File: src/rtl/softmax_deadlock_detector.sv
// Softmax dataflow deadlock detector.
// Watches per-process idle/block vectors and AXIS block vector; declares a
// sticky deadlock when a stall persists unchanged for STALL_THRESH cycles,
// and captures a snapshot plus cause classification at detection time.
module softmax_deadlock_detector #(
  parameter int NUM_INST     = 4,
  parameter int NUM_AXIS     = 2,
  parameter int STALL_THRESH = 1024,
  parameter int CNT_W        = 16,
  localparam int IDX_W       = (NUM_INST > 1) ? $clog2(NUM_INST) : 1
) (
  input  logic                ap_clk,
  input  logic                ap_rst_n,
  input  logic [NUM_INST-1:0] inst_idle_sigs,
  input  logic [NUM_INST-1:0] inst_block_sigs,
  input  logic [NUM_AXIS-1:0] axis_block_sigs,
  input  logic                clear,
  output logic                block,
  output logic                deadlock_cause,
  output logic [IDX_W-1:0]    first_blocked_idx,
  output logic [NUM_INST-1:0] block_snapshot,
  output logic [NUM_AXIS-1:0] axis_snapshot,
  output logic [7:0]          deadlock_count,
  output logic [CNT_W-1:0]    stall_cycles
);

  typedef enum logic [1:0] {RUN, SUSPECT, DEADLOCK} state_t;

  localparam logic [CNT_W-1:0] THR_M1 = CNT_W'(STALL_THRESH - 1);

  state_t              state;
  logic [NUM_INST-1:0] idle_q, idle_qq, block_q, block_qq;
  logic [NUM_AXIS-1:0] axis_q, axis_qq;
  logic                all_idle, stall, changed;
  logic [NUM_INST-1:0] active_blk;
  logic [IDX_W-1:0]    first_idx;

  // Register inputs once, and keep the previous sample for change detection
  always_ff @(posedge ap_clk or negedge ap_rst_n) begin
    if (!ap_rst_n) begin
      idle_q   <= '0;
      idle_qq  <= '0;
      block_q  <= '0;
      block_qq <= '0;
      axis_q   <= '0;
      axis_qq  <= '0;
    end else begin
      idle_q   <= inst_idle_sigs;
      idle_qq  <= idle_q;
      block_q  <= inst_block_sigs;
      block_qq <= block_q;
      axis_q   <= axis_block_sigs;
      axis_qq  <= axis_q;
    end
  end

  // Stall/progress terms and lowest-index active blocked process
  always_comb begin
    active_blk = block_q & ~idle_q;
    all_idle   = &idle_q;
    stall      = (&(idle_q | block_q)) & (|active_blk);
    changed    = (block_q != block_qq) | (idle_q != idle_qq) | (axis_q != axis_qq);
    first_idx  = '0;
    for (int i = NUM_INST - 1; i >= 0; i--)
      if (active_blk[i]) first_idx = IDX_W'(i);
  end

  // Detector FSM; clear has priority so it also beats a same-edge detection
  always_ff @(posedge ap_clk or negedge ap_rst_n) begin
    if (!ap_rst_n) begin
      state             <= RUN;
      block             <= 1'b0;
      deadlock_cause    <= 1'b0;
      first_blocked_idx <= '0;
      block_snapshot    <= '0;
      axis_snapshot     <= '0;
      deadlock_count    <= '0;
      stall_cycles      <= '0;
    end else if (clear) begin
      state        <= RUN;
      block        <= 1'b0;
      stall_cycles <= '0;
    end else begin
      case (state)
        RUN: begin
          stall_cycles <= '0;
          if (stall) state <= SUSPECT;
        end
        SUSPECT: begin
          if (!stall || all_idle) begin
            state        <= RUN;
            stall_cycles <= '0;
          end else if (changed) begin
            stall_cycles <= '0;
          end else if (stall_cycles == THR_M1) begin
            // Counter holds at THRESH-1 while in DEADLOCK
            state             <= DEADLOCK;
            block             <= 1'b1;
            block_snapshot    <= block_q;
            axis_snapshot     <= axis_q;
            deadlock_cause    <= |axis_q;
            first_blocked_idx <= first_idx;
            if (deadlock_count != 8'hFF) deadlock_count <= deadlock_count + 8'd1;
          end else begin
            stall_cycles <= stall_cycles + CNT_W'(1);
          end
        end
        DEADLOCK: block <= 1'b1;
        default: begin
          state        <= RUN;
          block        <= 1'b0;
          stall_cycles <= '0;
        end
      endcase
    end
  end

endmodule

File: config.mk
export PLATFORM = sky130hd
export DESIGN_NAME = softmax_deadlock_detector
export DESIGN_NICKNAME = d
export VERILOG_FILES = /design/src/rtl/softmax_deadlock_detector.sv
export SDC_FILE = /design/constraint.sdc
export NUM_CORES = 1
export LEC_CHECK = 0
export BUFFER_PORTS_ARGS = -buffer_cell sky130_fd_sc_hd__buf_2
export CAP_MARGIN = 20
export CELL_PAD_IN_SITES_DETAIL_PLACEMENT = 2
export CELL_PAD_IN_SITES_GLOBAL_PLACEMENT = 2
export CORE_MARGIN = 4
export CORE_UTILIZATION = 30
export CTS_BUF_LIST = sky130_fd_sc_hd__clkbuf_4 sky130_fd_sc_hd__clkbuf_8 sky130_fd_sc_hd__clkbuf_16
export DETAILED_ROUTE_END_ITERATION = 16
export PLACE_DENSITY_LB_ADDON = 0.05
export SLEW_MARGIN = 20
export SYNTH_ARGS = -nofsm -noshare
export SYNTH_HDL_FRONTEND = slang
export SYNTH_SLANG_ARGS = --single-unit
File: constraint.sdc
create_clock -name ap_clk -period 2.7 [get_ports ap_clk]
set_clock_uncertainty 0.2 [all_clocks]
set_input_delay 0.135 -clock ap_clk [delete_from_list [all_inputs] [get_ports ap_clk]]
set_output_delay 0.135 -clock ap_clk [all_outputs]
set_load 0.01 [all_outputs]
# After elaboration in Yosys (flattened, before gate mapping)
# Index checks and enable logic that the tools add are counted.
# word_totals
ff_bits	56
in_bits	13
# classes
n_addsub	2
eq_ne	16
n_mux	20
bitwise	9
reduce_logical	12
# ops
operator	n
two-way mux 16 bit	4
one-hot mux 16 bit (2 select lines)	1
two-way mux 2 bit	9
adder 16 x 1 -> 16 bit, second input constant	1
== test 16 x 10 -> 1 bit, second input constant	1
AND reduction 4 bit	4
inequality test 3 bit, second input constant	4
adder 8 x 1 -> 8 bit, second input constant	1
inequality test 4 bit	2
inequality test 4 bit, second input constant	2
inequality test 8 bit, second input constant	1
one-hot mux 2 bit (3 select lines)	1
AND reduction 6 bit	1
inequality test 5 bit, second input constant	1
AND reduction 5 bit	1
AND 4 bit	1
two-way mux 1 bit	4
inequality test 2 bit, second input constant	2
inverter 4 bit	1
OR 4 bit	1
OR reduction 4 bit	1
inverter 1 bit	3
one-hot mux 1 bit (3 select lines)	1
== test 2 x 1 -> 1 bit, second input constant	1
9 further kinds	10

# Longest topological paths before layout
# Gate-level depths: netlist of run 1.
# depth
word_depth	9
mapped_depth	9
depth_no_buf	7

# Least setup slack after synthesis of run 1
# OpenSTA, ideal clock, no wires.
# synth_timing
path_type	register -> register
startpoint	register stall_cycles[12]
endpoint	register axis_snapshot[1]
setup_ns	0.125
t_arrival_ns	2.107
setup_slack_ns	0.268
path_stages_with_launch	7
n_path_buf	1
period_less_slack_ns	2.432
cell_sequence	dfrtp_1 > or4_4 > nor3_4 > nand3_4 > nor4_2 > buf_4 > mux2_2
# synth_via
elab_chain_cells	2
# synth_rtl
item	line	text
start, declared	24	output logic [CNT_W-1:0] stall_cycles
start signal, assigned	105	stall_cycles <= stall_cycles + CNT_W'(1);
== test 16 x 10 -> 1 bit	95	end else if (stall_cycles == THR_M1) begin
AND reduction 5 bit (no line)	n/a	
end signal, assigned	100	axis_snapshot <= axis_q;
end, declared	22	output logic [NUM_AXIS-1:0] axis_snapshot,
# No other way between the ends.
# A chain may end at the register's enable or synchronous reset.

# Final worst setup path of run 1
# layout_timing
startpoint	register stall_cycles[13]
endpoint	register deadlock_count[5]
# layout_via
elab_chain_cells	2
# layout_rtl
item	line	text
== test 16 x 10 -> 1 bit	95	
AND reduction 6 bit (no line)	n/a	
end signal, assigned	103	if (deadlock_count != 8'hFF) deadlock_count <= deadlock_count + 8'd1;
end, declared	23	output logic [7:0] deadlock_count,
# No other way between the ends.

==> flow_summary.json, run 1 <==
{
  "yosys.area.top_type": "dfrtp_1",
  "finalCritPeriodShare": 0.926,
  "r2r_end": "deadlock_count[5]",
  "setup.worst_path.start_class": "flop",
  "clkLatencyLatePin_ns": 0.32,
  "yosysMostFrequentCell": "dfrtp_1",
  "layout.nets": 330,
  "cap_viol_max_count": 0,
  "final-instance-count-excl-fill": 417,
  "grt_pass1_vias": 2222,
  "grt_pass1_wl_um": 11500,
  "drt-wirelength-per-cell_um": 16.2,
  "crit_type": "reg -> reg",
  "cp-startpoint": "stall_cycles[13]",
  "area_growth_pct": 25.6,
  "synthTopCellsByCount": "dfrtp_1 (56), nor2_1 (17), inv_1 (15), nand2_1 (15), nand3_1 (15)",
  "core_um2": 8340,
  "fmax_mhz": 400,
  "synth_warnings": 0,
  "relSlewSlack": 0.605,
  "port_buffers": 46,
  "hold_class": "in -> async",
  "power.density_nw_per_um2": 488,
  "drc": 0,
  "p_leak_nw": 1.47,
  "synth_top_area_frac": 0.537,
  "synthFlopType": "dfrtp_1",
  "synthCells": 242,
  "antenna_found_initial": 0,
  "dieArea_um2": 10200,
  "asyncSetResetFlopFracSynth": 1.00,
  "crit_required_ns": 2.74,
  "cts_root_buf": "clkbuf_8",
  "tightest_slew_ns": 0.593,
  "clk_pin_slew_ns": 0.11,
  "rsz0062_at_grt": "no",
  "initial_utilization": 0.313,
  "hold_viol": 0,
  "syn_area_um2": 2610,
  "numCtsBuffers": 5,
  "dp_slack_ns": 0.177,
  "rr_worst_depth": 6,
  "drive_above_1_share": 0.276,
  "cts_tree": "yes",
  "worstPathArrival_ns": 2.54,
  "drtIter0Drc": 39,
  "crit_path_end_kind": "flop",
  "dpl.hpwl_um": 5060,
  "cp-endpoint": "deadlock_count[5]",
  "dp.cells": 397,
  "htreeDepth": 2,
  "yosysSeqAreaShare": 0.537,
  "vias": 2072,
  "pin_count": 47,
  "place.gp.congestion": 0.728,
  "overflow": 0,
  "vdd_drop_max_uv": 254,
  "antenna_left": 0,
  "ys_ff_latch": 56,
  "path_max_fanout": 6,
  "track_usage": 0.143,
  "diodes": 0,
  "cts_buffer_depth": 2,
  "synth_edf_count": 0,
  "r2r-start": "stall_cycles[13]",
  "period_minus_slack_ns": 2.50,
  "final_core_util": 0.393,
  "syn_nets": 261,
  "r2r_slack_ns": 0.20,
  "synth_cell_types": 41,
  "synthTopCellsByArea": "dfrtp_1 (54%), mux2_2 (3.9%), ha_1 (2.9%)",
  "die_w_um": 101,
  "firstDrtPassIters": 4,
  "vias_per_cell": 4.97,
  "die_h_um": 101,
  "cts.sinks": 56,
  "status": "finished clean",
  "syn_area_per_cell_um2": 10.8,
  "rows": 33,
  "setup_viol": 0,
  "grt_max_degree": 26,
  "tns_ns": 0,
  "slew_violations": 0,
  "finalWorstSetupSlack_ns": 0.200,
  "drt-total-wl_um": 6740,
  "fin_hold_ws_ns": 0.150
}
## metrics by stage
stage / power (mW) / cell area, um^2
after CTS: 1.63 / 3270
after detailed placement: 1.03 / 3030
after global routing: 1.70 / 3280
after floorplan: 0.962 / 2610
after global placement: 1.02 / 3030
final: 1.60 / 3280
## cell families after synthesis
logic type | count (synthesis) | share of synthesized area
AOI/OAI and AO/OA | 50 | 0.126
xor gates and xnor gates | 15 | 0.0504
DFF | 56 | 0.537
and+or+nand+nor | 82 | 0.180
muxes | 10 | 0.0427
adders and majority gates | 6 | 0.0288
buffers and inverters | 23 | 0.0350
## state kept, by name, summed over array words and instances (netlist names)
name               flops
first_blocked_idx      2
idle_qq                4
idle_q                 4
block_q                4
state                  2
block_qq               4
deadlock_cause         1
axis_qq                2
block_snapshot         4
block                  1
axis_q                 2
deadlock_count         8
stall_cycles          16
axis_snapshot          2
## area by class of cell
cell class / instances / area, um^2
Clock inverter: 2 / 38.8
Inverter: 15 / 56.3
Multi-Input combinational cell: 163 / 1130
Clock buffer: 6 / 76.3
Timing Repair Buffer: 70 / 440
Fill cell: 927 / 5060
Tap cell: 105 / 131
Sequential cell: 56 / 1400
## worst min path at each step
stage | start | to | slack (ns) | depth (start not counted)
floorplan | ap_rst_n | axis_q[0] | -0.36 | 0
global placement | ap_rst_n | deadlock_count[2] | -0.03 | 1
detailed placement | ap_rst_n | deadlock_count[2] | -0.02 | 1
CTS | ap_rst_n | block_qq[2] | 0.16 | 2
global route | ap_rst_n | stall_cycles[10] | 0.19 | 2
finish | ap_rst_n | stall_cycles[10] | 0.15 | 2
## per-layer routing
metal	vias to the layer above	share of wire	GRT usage
li1	1005	-	-
met2	30	0.48	0.221
met5	-	0	0
met3	6	0.031	0.0331
met4	0	0.010	0.0399
met1	1031	0.48	0.202
## cells in the final DEF, fill, tap and decap left out, drive strengths merged, types with 5 or more instances in the layout
master | Yosys | final
clkbuf | 6 | 6
nand4 | 8 | 8
dlygate4sd3 | 0 | 12
inv | 15 | 16
ha | 6 | 6
a21oi | 11 | 11
dfrtp | 56 | 56
nand2 | 15 | 15
nand3 | 16 | 16
o21ai | 11 | 11
mux2 | 9 | 9
nor2 | 17 | 17
o41ai | 5 | 5
o22ai | 7 | 7
nor3 | 6 | 6
buf | 2 | 58
o31ai | 7 | 7
xnor2 | 7 | 7
xor2 | 8 | 8
## worst max-delay path, cell delays in order, from the launching register on
cell and delay (ns):
dfrtp_1 0.44, or4_4 0.56, nor3_4 0.22, nand3_4 0.13, nor4_4 0.46, nor3b_2 0.27
xor2_1 0.15
## power by group
part | leakage [nW] | switching, mW | total, mW | internal [mW]
clock | 0.0592 | 0.290 | 0.581 | 0.291
sequential | 0.729 | 0.0184 | 0.879 | 0.861
combinational | 0.684 | 0.0792 | 0.140 | 0.0603
total | 1.47 | 0.388 | 1.60 | 1.21
## repair_timing
item / 4_1_cts / 5_1_grt
setup endpoints to repair: 0 / 3
buffers inserted: 0 / 0
hold endpoints to repair: 34 / 0
hold buffers: 12 / 0
resized for setup: 0 / 2
Note: power is estimated with default switching activity, not from simulation.
==> run 2, diff against run 1 <==
--- a/config.mk
+++ b/config.mk
@@ -13,7 +13,7 @@
 export CORE_UTILIZATION = 30
 export CTS_BUF_LIST = sky130_fd_sc_hd__clkbuf_4 sky130_fd_sc_hd__clkbuf_8 sky130_fd_sc_hd__clkbuf_16
 export DETAILED_ROUTE_END_ITERATION = 16
-export PLACE_DENSITY_LB_ADDON = 0.05
+export PLACE_DENSITY_LB_ADDON = 0.1
 export SLEW_MARGIN = 20
 export SYNTH_ARGS = -nofsm -noshare
 export SYNTH_HDL_FRONTEND = slang
==> constraint.sdc (replaced) <==
create_clock -name ap_clk -period 2.7 [get_ports ap_clk]
set_clock_uncertainty 0.2 [all_clocks]
set_input_delay 0.27 -clock ap_clk [delete_from_list [all_inputs] [get_ports ap_clk]]
set_output_delay 0.27 -clock ap_clk [all_outputs]
set_load 0.01 [all_outputs]
==> run 2 against run 1 <==
Effect of this change: register-to-register slack about the same; critical endpoint is now first_blocked_idx[0]; cell count up 0.48%; highest routed layer unchanged; global-route usage is 0.059 points higher; power shrank 5.9%; sequential cell count stayed put; clock power is 16% lower.
==> flow_summary.json, run 2 (same netlist as run 1, synthesis figures left out) <==
{
  "status": "finished clean",
  "fillCellCount": 921,
  "post_cts_buffers": 0,
  "vdd_drop_max_uv": 223,
  "cts.sinks": 56,
  "dp_slack_ns": 0.195,
  "dp.cells": 399,
  "slew_violations": 0,
  "core_um2": 8340,
  "drt-total-wl_um": 6860,
  "place.gp.congestion": 0.769,
  "dieArea_um2": 10200,
  "r2r-start": "stall_cycles[13]",
  "largest_register_ffs": 16,
  "final_cell_mix": "dfrtp_1 (56), buf_2 (46), nor2_1 (17)",
  "slowest_stage": "or4_4",
  "power_mw": 1.50,
  "finalInstanceArea_um2": 3270,
  "r2r_slack_ns": 0.21,
  "pin_count": 47,
  "dpl.hpwl_um": 4910,
  "p_leak_nw": 1.48,
  "port_buffers": 46,
  "crit_path_end_kind": "flop",
  "min_from": "idle_q[0]",
  "grt_pass1_vias": 2296,
  "hold_class": "reg -> reg",
  "numCtsBuffers": 5,
  "hold_viol": 0,
  "top_regs": "stall_cycles: 16 flops, deadlock_count: 8 flops",
  "overflow": 0,
  "clkLatencyLatePin_ns": 0.32,
  "switching_power_mw": 0.395,
  "power.density_nw_per_um2": 460,
  "antenna_left": 0,
  "setup.worst_path.start_class": "flop",
  "tns_ns": 0,
  "diodes": 0,
  "min_delay_path_depth": 0,
  "final_core_util": 0.392,
  "crit_required_ns": 2.71,
  "place_area_um2": 3060,
  "min_to": "idle_qq[0]",
  "relSlewSlack": 0.620,
  "comb_power_share": 0.093,
  "finalWorstSetupSlack_ns": 0.213,
  "critPathTopFamily": "simple AND/OR/NAND/NOR gates",
  "area_growth_pct": 25.4,
  "htreeDepth": 2,
  "initial_utilization": 0.313,
  "period_minus_slack_ns": 2.49,
  "cts_hold_buf": 12,
  "antenna_found_initial": 0,
  "drive_above_1_share": 0.274,
  "worstPathArrival_ns": 2.50,
  "crit_type": "reg -> reg",
  "drtIter0Drc": 35,
  "final_common_cell": "dfrtp_1",
  "final-instance-count-excl-fill": 419,
  "cp_num_buf_inv": 1,
  "cp_slowest_stage_delay_ns": 0.55,
  "largest_register": "stall_cycles",
  "firstDrtPassIters": 4,
  "p_seq_frac": 0.584,
  "postCtsResizedCells": 0,
  "cts_buffer_depth": 2,
  "p_int_mw": 1.11,
  "track_usage": 0.144,
  "clk_pin_slew_ns": 0.10,
  "cts_tree": "yes",
  "r2r_end": "first_blocked_idx[0]",
  "crit_chain": "or4_4 -> nor3_4 -> nand3_4 -> nor4_2 -> buf_4 -> mux2_2",
  "cts_root_buf": "clkbuf_8",
  "die_w_um": 101,
  "layout.nets": 332,
  "path_max_fanout": 11,
  "rr_worst_depth": 6,
  "switching_share": 0.263,
  "fmax_mhz": 402,
  "grt_max_degree": 57,
  "die_h_um": 101,
  "pwr-share-clk": 0.323,
  "fin_hold_ws_ns": 0.272,
  "rsz0062_at_grt": "no",
  "cap_viol_max_count": 0,
  "grt_pass1_wl_um": 11600,
  "vias": 2135,
  "rows": 33,
  "drt-wirelength-per-cell_um": 16.4,
  "finalCritPeriodShare": 0.921,
  "vias_per_cell": 5.10,
  "tightest_slew_ns": 0.568,
  "drc": 0,
  "setup_viol": 0
}
## run 2: cell types whose count changed in the layout (fill, tap and decap cells not counted)
cell	delta
clkbuf_4	-1
bufinv_16	-1
clkinv_2	+1
nor4_2	-1
nor2_2	-1
nor4_1	+1
nor2_1	+1
buf_12	+1
buf_4	+1
clkinv_4	+1
## run 2: area by class of cell
class                   count  area (um^2)  share of cell area
repair buffers             72          468               0.143
well taps                 105          131              0.0402
inverters                  15         56.3              0.0172
clock inverters             3         22.5             0.00689
flip-flops and latches     56         1400               0.428
clock buffers               5         68.8              0.0210
multi-input cells         163         1120               0.343
## run 2: power groups by stage
stage	registers, mW	logic, mW	clock network (mW)
final	0.879	0.139	0.486
after global routing	0.884	0.160	0.543
after CTS	0.880	0.143	0.515
after detailed placement	0.897	0.129	0
after global placement	0.895	0.127	0
after floorplan	0.892	0.0698	0
## run 2: worst max path at each step
stage                startpoint              endpoint  slack, ns  cells after the start
2_1_floorplan  stall_cycles[12]      axis_snapshot[1]       0.27                      6
3_3_place_gp          axis_q[0]     deadlock_count[5]       0.22                      7
3_5_place_dp   stall_cycles[13]  first_blocked_idx[0]       0.20                      6
4_1_cts               idle_q[2]     deadlock_count[5]       0.17                      7
5_1_grt               idle_q[2]     deadlock_count[5]       0.02                      7
6_report       stall_cycles[13]  first_blocked_idx[0]       0.21                      6
## run 2: metal layers
layer | vias up | GRT usage | share of wire
met4 | 0 | 0.0429 | 0.013
met3 | 7 | 0.0241 | 0.031
li1 | 1008 | - | -
met1 | 1087 | 0.197 | 0.49
met2 | 33 | 0.233 | 0.47
met5 | - | 0 | 0
## run 2: worst reg2reg max path, cell delays in order (launching register included)
cell     delay, ns
dfrtp_1       0.42
or4_4         0.55
nor3_4        0.21
nand3_4       0.15
nor4_2        0.26
buf_4         0.23
mux2_2        0.36
